### src/rtl/multicycle_control_pkg.sv
// Shared encodings for the multicycle LEGv8-style controller.
// Macro MULTICYCLE_BRANCH_EN adds the BRANCH and JUMP states.
package multicycle_control_pkg;

  typedef enum logic [3:0] {
    S_FETCH     = 4'd0,
    S_DECODE    = 4'd1,
    S_MEM_ADDR  = 4'd2,
    S_MEM_READ  = 4'd3,
    S_MEM_WB    = 4'd4,
    S_MEM_WRITE = 4'd5,
    S_R_EXEC    = 4'd6,
    S_R_WB      = 4'd7
`ifdef MULTICYCLE_BRANCH_EN
    ,
    S_BRANCH    = 4'd8,
    S_JUMP      = 4'd9
`endif
  } state_e;

  typedef enum logic [2:0] {
    CLS_RTYPE   = 3'd0,
    CLS_LOAD    = 3'd1,
    CLS_STORE   = 3'd2,
    CLS_CBZ     = 3'd3,
    CLS_B       = 3'd4,
    CLS_ILLEGAL = 3'd5
  } op_class_e;

  localparam logic [10:0] OP_ADD  = 11'b10001011000;
  localparam logic [10:0] OP_SUB  = 11'b11001011000;
  localparam logic [10:0] OP_AND  = 11'b10001010000;
  localparam logic [10:0] OP_ORR  = 11'b10101010000;
  localparam logic [10:0] OP_LDUR = 11'b11111000010;
  localparam logic [10:0] OP_STUR = 11'b11111000000;

  // CBZ and B are matched on their fixed prefix only.
  localparam logic [7:0] OP_CBZ_PREFIX = 8'b10110100;
  localparam logic [5:0] OP_B_PREFIX   = 6'b000101;

  localparam logic [1:0] ALUOP_ADD   = 2'b00;
  localparam logic [1:0] ALUOP_PASSB = 2'b01;
  localparam logic [1:0] ALUOP_RTYPE = 2'b10;

  localparam logic [1:0] SRCB_REG   = 2'b00;
  localparam logic [1:0] SRCB_FOUR  = 2'b01;
  localparam logic [1:0] SRCB_IMM   = 2'b10;
  localparam logic [1:0] SRCB_BROFF = 2'b11;

endpackage

### src/rtl/opcode_class_decode.sv
// Combinational opcode classifier; R-type matches win over all other patterns.
// Macro MULTICYCLE_BRANCH_EN enables the CBZ and B classes.
module opcode_class_decode
  import multicycle_control_pkg::*;
(
  input  logic [10:0] opcode_i,
  output op_class_e   op_class_o
);

  always_comb begin
    op_class_o = CLS_ILLEGAL;
    if (opcode_i == OP_ADD || opcode_i == OP_SUB ||
        opcode_i == OP_AND || opcode_i == OP_ORR) begin
      op_class_o = CLS_RTYPE;
    end else if (opcode_i == OP_LDUR) begin
      op_class_o = CLS_LOAD;
    end else if (opcode_i == OP_STUR) begin
      op_class_o = CLS_STORE;
`ifdef MULTICYCLE_BRANCH_EN
    end else if (opcode_i[10:3] == OP_CBZ_PREFIX) begin
      op_class_o = CLS_CBZ;
    end else if (opcode_i[10:5] == OP_B_PREFIX) begin
      op_class_o = CLS_B;
`endif
    end
  end

endmodule

### src/rtl/multicycle_control.sv
// Multicycle datapath controller: FSM, control decode and retired-instruction counter.
// Macro MULTICYCLE_BRANCH_EN adds CBZ/B execution; otherwise those opcodes are illegal.
module multicycle_control
  import multicycle_control_pkg::*;
(
  input  logic        clk,
  input  logic        rst,
  input  logic [10:0] opcode,
  input  logic        mem_ready,
  output logic [1:0]  ALUOp,
  output logic        PCWrite,
  output logic        PCWriteCond,
  output logic        IorD,
  output logic        MemRead,
  output logic        MemWrite,
  output logic        IRWrite,
  output logic        MemtoReg,
  output logic        RegWrite,
  output logic        Reg2Loc,
  output logic        ALUSrcA,
  output logic        PCSource,
  output logic [1:0]  ALUSrcB,
  output logic        illegal,
  output logic [31:0] instr_count,
  output logic [3:0]  state
);

  state_e      state_q, state_d;
  op_class_e   op_class;
  logic [31:0] count_q, count_d;
  logic        retire;

  opcode_class_decode u_decode (
    .opcode_i   (opcode),
    .op_class_o (op_class)
  );

  always_ff @(posedge clk or posedge rst) begin
    if (rst) begin
      state_q <= S_FETCH;
    end else begin
      state_q <= state_d;
    end
  end

  assign count_d = count_q + 32'd1;

  always_ff @(posedge clk or posedge rst) begin
    if (rst) begin
      count_q <= '0;
    end else if (retire) begin
      count_q <= count_d;
    end
  end

  assign instr_count = count_q;
  assign state       = state_q;

  always_comb begin
    state_d     = state_q;
    retire      = 1'b0;
    ALUOp       = ALUOP_ADD;
    PCWrite     = 1'b0;
    PCWriteCond = 1'b0;
    IorD        = 1'b0;
    MemRead     = 1'b0;
    MemWrite    = 1'b0;
    IRWrite     = 1'b0;
    MemtoReg    = 1'b0;
    RegWrite    = 1'b0;
    Reg2Loc     = 1'b0;
    ALUSrcA     = 1'b0;
    PCSource    = 1'b0;
    ALUSrcB     = SRCB_REG;
    illegal     = 1'b0;

    case (state_q)
      S_FETCH: begin
        MemRead = 1'b1;
        ALUSrcB = SRCB_FOUR;
        // Reset holds the FSM in FETCH; keep it from writing IR/PC meanwhile.
        IRWrite = mem_ready & ~rst;
        PCWrite = mem_ready & ~rst;
        if (mem_ready) state_d = S_DECODE;
      end
      S_DECODE: begin
        ALUSrcB = SRCB_BROFF;
        case (op_class)
          CLS_RTYPE:            state_d = S_R_EXEC;
          CLS_LOAD, CLS_STORE:  state_d = S_MEM_ADDR;
`ifdef MULTICYCLE_BRANCH_EN
          CLS_CBZ:              state_d = S_BRANCH;
          CLS_B:                state_d = S_JUMP;
`endif
          default: begin
            illegal = 1'b1;
            state_d = S_FETCH;
          end
        endcase
      end
      S_MEM_ADDR: begin
        ALUSrcA = 1'b1;
        ALUSrcB = SRCB_IMM;
        state_d = (op_class == CLS_STORE) ? S_MEM_WRITE : S_MEM_READ;
      end
      S_MEM_READ: begin
        MemRead = 1'b1;
        IorD    = 1'b1;
        if (mem_ready) state_d = S_MEM_WB;
      end
      S_MEM_WB: begin
        RegWrite = 1'b1;
        MemtoReg = 1'b1;
        state_d  = S_FETCH;
        retire   = 1'b1;
      end
      S_MEM_WRITE: begin
        MemWrite = 1'b1;
        IorD     = 1'b1;
        Reg2Loc  = 1'b1;
        if (mem_ready) begin
          state_d = S_FETCH;
          retire  = 1'b1;
        end
      end
      S_R_EXEC: begin
        ALUSrcA = 1'b1;
        ALUSrcB = SRCB_REG;
        ALUOp   = ALUOP_RTYPE;
        state_d = S_R_WB;
      end
      S_R_WB: begin
        RegWrite = 1'b1;
        state_d  = S_FETCH;
        retire   = 1'b1;
      end
`ifdef MULTICYCLE_BRANCH_EN
      S_BRANCH: begin
        ALUSrcA     = 1'b1;
        ALUSrcB     = SRCB_REG;
        ALUOp       = ALUOP_PASSB;
        PCWriteCond = 1'b1;
        PCSource    = 1'b1;
        Reg2Loc     = 1'b1;
        state_d     = S_FETCH;
        retire      = 1'b1;
      end
      S_JUMP: begin
        PCWrite  = 1'b1;
        PCSource = 1'b1;
        state_d  = S_FETCH;
        retire   = 1'b1;
      end
`endif
      default: state_d = S_FETCH;
    endcase
  end

endmodule

### config.mk
export PLATFORM = sky130hd
export DESIGN_NAME = multicycle_control
export DESIGN_NICKNAME = d
export VERILOG_FILES = /design/src/rtl/multicycle_control_pkg.sv /design/src/rtl/opcode_class_decode.sv /design/src/rtl/multicycle_control.sv
export SDC_FILE = /design/constraint.sdc
export NUM_CORES = 1
export LEC_CHECK = 0
export BUFFER_PORTS_ARGS = -buffer_cell sky130_fd_sc_hd__buf_4
export CORE_MARGIN = 1
export CORE_UTILIZATION = 50
export CTS_CLUSTER_DIAMETER = 30
export DETAILED_ROUTE_END_ITERATION = 8
export GPL_ROUTABILITY_DRIVEN = 0
export PLACE_DENSITY = 0.78
export REMOVE_ABC_BUFFERS = 1
export SLEW_MARGIN = 10
export SYNTH_ARGS = -nofsm -noshare
export SYNTH_HDL_FRONTEND = slang
export SYNTH_HIERARCHICAL = 1
export SYNTH_SLANG_ARGS = --single-unit
### constraint.sdc
create_clock -name clk -period 3.6 [get_ports clk]
set_input_delay 0.18 -clock clk [delete_from_list [all_inputs] [get_ports clk]]
set_output_delay 0.18 -clock clk [all_outputs]
set_load 0.01 [all_outputs]
## Yosys cells after proc, flatten, opt, wreduce, memory -nomap -nowiden

Cells that the tools add are included.

- Logic and storage cells: 57
- Bits in registers: 36
- Input port bits: 14
- Output and inout port bits: 52

- Eq/ne operators: 18
- Reductions and logical operators: 12
- Add/subtract/negate cells: 1
- Multiplexer cells: 22
- Bitwise logic cells: 2

Operators by type and width:

| kind | number |
|---|---|
| == test 11 bit, second input constant | 6 |
| adder 32 x 1 -> 32 bit, second input constant | 1 |
| one-hot mux 4 bit (6 select lines) | 1 |
| == test 4 x 3 -> 1 bit, second input constant | 4 |
| 2-to-1 mux 3 bit | 4 |
| 2-to-1 mux 4 bit | 3 |
| 2-to-1 mux 1 bit | 10 |
| OR reduction 2 bit | 5 |
| == test 4 x 2 -> 1 bit, second input constant | 2 |
| != test 2 bit, second input constant | 3 |
| one-hot mux 2 bit (3 select lines) | 1 |
| one-hot mux 3 bit (2 select lines) | 1 |
| == test 4 x 1 -> 1 bit, second input constant | 1 |
| zero test 4 bit | 1 |
| == test 3 x 1 -> 1 bit, second input constant | 1 |
| == test 3 x 2 -> 1 bit, second input constant | 1 |
| zero test 3 bit | 1 |
| logical OR 1 bit | 3 |
| AND reduction 3 bit | 1 |
| OR reduction 3 bit | 1 |
| 2-to-1 mux 2 bit | 1 |
| one-hot mux 1 bit (2 select lines) | 1 |
| AND 1 bit | 1 |
| NOT 1 bit | 1 |

## Longest topological paths before layout

- Word-level depth: 9
- Mapped depth: 8
- Gate-level depth less buffers: 8

## Cells and area by module

Netlist, hierarchy kept.

Modules (own cells, without submodules):

| module | times used | area an instance (um2) | sequential area each (um2) | cells each |
|---|---|---|---|---|
| multicycle_control | 1 | 1823.0 | 875.8 | 180 |
| opcode_class_decode | 1 | 107.6 | 0.0 | 14 |

## Worst setup path before layout

Ideal clock, no wire load.

- Path kind: register to register
- From: register state_q[1], in the netlist state[1]
- To: register count_q[31], in the netlist instr_count[31]
- Buffers on the path: 2
- Data required time: 3.521 ns
- Arrival: 1.931 ns
- Slack: 1.590 ns
- Stages on the path, launching flop included: 8
- Setup time: 0.079 ns
- Clock period less this slack: 2.010 ns
- Cell sequence: dfrtp_1 > buf_2 > nand2b_1 > nand3_2 > or4b_4 > buf_6 > nor4_4 > xor2_1

- Cells in the longest elaborated chain, start to end: 3
- Elaborated cells between the ends (all ways): 5
- Those cells by class: eq/ne (3); mux (1); reduce/logical (1)

RTL lines:

| what | RTL line | source |
|---|---|---|
| start: declaration | multicycle_control.sv:28 | `state_e state_q, state_d;` |
| start signal: assignment | multicycle_control.sv:42 | `state_q <= state_d;` |
| == test 4 x 3 -> 1 bit | multicycle_control.sv:77 | `case (state_q)` |
| OR reduction 2 bit (no source line) | n/a |  |
| one-hot mux 1 bit (2 select lines) * | multicycle_control.sv:77 |  |
| end signal: assignment | multicycle_control.sv:52 | `count_q <= count_d;` |
| end: declaration | multicycle_control.sv:30 | `logic [31:0] count_q, count_d;` |

Mark *: on every way between the ends. The rest lies on a longest branch, timed or not.
A chain may end at the register's enable or synchronous reset.

## Final worst setup path

- From: register state_q[0], in the netlist state[0]
- To: register count_q[31], in the netlist instr_count[31]

Same word-level chain as after synthesis.

==> run summary <==
clock root buffer: clkbuf_8
cells after synthesis: 194
EDFF count, synth: 0
mapped cell area: 1930 um2
post-synthesis mux area share: 0.518%
Worst-Margin Slew: 0.931 ns
Die Width: 64.1 um
Vias: 1583
core area: 3690 um2
cts hold-fix bufs: 0
initial antenna violation count: 0
first-pass GRT wire length: 6.49 mm
P_leak: 1.22 nW
asr flop ratio synth: 100%
initial DRC count: 75
crit-path cells: nand2b_1 -> nand3_2 -> or4b_4 -> nor4_4 -> xor2_1
Tcrit/Tclk final: 60.2%
TritonCTS clock tree: built
Post-Layout Inst Area: 2480 um2
met1 GRT Util: 24.8%
diode count: 0
final WL: 3.88 mm
grt met3 use: 5.36%
Hold Vio Cnt, Final: 0
PostCTS Resize Cnt: 0
Simple-Gate Fraction of Synth Area: 29.8%
DR pass1 iterations: 4
Power per Cell Area: 292 nW/um2
flop and latch count out of synthesis: 35
Worst Reg-to-Reg Cells: 5
post-DP HPWL: 2.96 mm
kind of critical path: flip-flop to flip-flop
Clock Latency Late Sink: 0.29 ns
vias in the first global route: 1465
crit path max fanout: 12
share of cells above drive strength 1: 32.0%
Post-DP Area: 2390 um2
Sink Count: 35
CP Launch Type: flip-flop
setup bufs post-CTS: 0
most frequent cells in the layout: buf_4, dfrtp_1, xnor2_1
CP Data Required Time: 3.81 ns
number of top-level pins: 66
crit-path max cell delay: 0.66 ns
Max-Cap Viols: 0
status: complete, no violations
most common cell after layout, fill and taps aside: buf_4
Compound-Gate Fraction of Synth Area: 3.56%
Total Routing Usage GR: 20.8%
Synth Warn #: 6
area of the multi-input gates: 971 um2
Std-Cell Rows: 22
Main synth FF type: dfrtp_1
# fillers: 329
GR peak layer: met2
Setup TNS: 0 ns
routing usage on met2: 34.8%
H-tree lvl count: 2
largest family of logic cells by synthesized area: simple AND/OR/NAND/NOR gates
Worst Path Arrival: 2.38 ns
largest net degree at the start of global routing: 26
Slew HR: 37.9%
RSZ-0062 raised after global routing: false
area added between synthesis and finish: 28.3%
DRC viols: 0
xor and xnor area share after synthesis: 15.0%
routed length per instance: 12.8 um
adder-cell area share of the yosys netlist: 0.648%
total CTS buffers: 5
worst hold path class: primary input to async pin
sequential cell area: 876 um2
Clock Tree Buf Depth: 2
Worst-path clk slew: 0.07 ns
Synth cell types: 44
worst hold slack: 0.108 ns
Post-DRT Antenna Nets: 0
DIE HEIGHT: 64.1 um
Vias/cell: 5.21
Initial Util: 52.3%
IO buf count: 61
final net count: 270
peak supply drop: 149 uV
die area: 4110 um2
CP Capture Type: flip-flop
slowest CP cell: or4b_4
fin. max-slew vios: 0
FMAX: 461 MHz
post-synthesis sequential area ratio: 45.4%
setup violators final: 0
Worst Clk Skew: 0.0105 ns
GR Overflow Total: 0
Min Clock Period, post-route: 2.17 ns
syn_area_per_cell: 9.95 um2
==> synth_stat cells (2+ instances only) <==
cell type  number  share of area [%]
nor3_1         10                2.6
or3_1           2               0.65
nand4_1         8                2.6
and2_1          4                1.3
nand3_1        14                3.6
o21ai_0         2               0.52
buf_4           7                2.7
and3_1          5                1.6
nor2_1         13                2.5
xor2_1         11                5.0
xnor2_1        22                 10
or4b_4          2                1.4
inv_1           5               0.97
nor3b_1         2               0.78
dfrtp_1        35                 45
nor3_2          2                1.0
a21oi_1         3               0.78
nand2_1        18                3.5
clkbuf_1        2               0.39
nor4_1          2               0.65
or3b_2          2               0.91
==> layout make-up <==
cell class	count	area share (%)
clock inverters	2	0.505
clock buffers	6	2.93
repair buffers	62	18.8
multi-input cells	146	39.2
inverters	5	0.758
flip-flops and latches	35	35.4
well taps	48	2.43
==> sequential cells by signal (all words and copies together) (netlist names) <==
| signal | count |
|---|---|
| state | 3 |
| instr_count | 32 |
==> metrics by stage <==
| stage | worst slack [ns] | util [%] | std cells | power, mW |
|---|---|---|---|---|
| 2_1_floorplan | 1.62 | - | 186 | 0.430 |
| 3_3_place_gp | 1.55 | 64.8 | 296 | 0.458 |
| 3_5_place_dp | 1.42 | 64.8 | 296 | 0.459 |
| 4_1_cts | 1.42 | 67.1 | 304 | 0.730 |
| 5_1_grt | 1.31 | 67.1 | 304 | 0.752 |
| 6_report | 1.43 | 67.1 | 304 | 0.723 |
==> layer usage <==
layer  share of wire (%)  up-vias  wire length [um]
met5                   0        -                 0
met4                 2.0        0                78
met3                 4.9        5               191
met2                  50       52              1930
met1                  43      744              1680
li1                    -      782                 -
==> power breakdown <==
part           internal [mW]  switching, mW
combinational         0.0246         0.0249
sequential             0.395        0.00527
clock                  0.135          0.138
total                  0.555          0.168
==> worst max-delay path, delay by kind of cell, from the launching register on <==
family        cells  cell delay, ns
xor+xnor          1            0.20
flops             1            0.54
simple gates      4            1.36
==> path summary, 6_finish.rpt <==
| path | startpoint | endpoint | slack (ns) |
|---|---|---|---|
| setup / recovery | state[0] | instr_count[31] | 1.43 |
| hold / removal | rst | instr_count[28] | 0.11 |
| setup reg to reg | state[0] | instr_count[31] | 1.43 |
| hold reg to reg | instr_count[25] | instr_count[25] | 0.51 |
| max in group asynchronous | rst | instr_count[11] | 2.79 |
| min in group clk | mem_ready | state[0] | 0.12 |
==> kinds of logic (layout without fill, tap and decap cells) <==
| kind of cell | Yosys count | after routing |
|---|---|---|
| buf+inv | 16 | 75 |
| compound gates | 10 | 10 |
| other cells | 1 | 4 |
| simple gates | 97 | 97 |
| flops | 35 | 35 |
| mux | 1 | 1 |
| fa+ha+maj | 1 | 1 |
| xor+xnor | 33 | 33 |
Note: power is estimated with default switching activity, not from simulation.
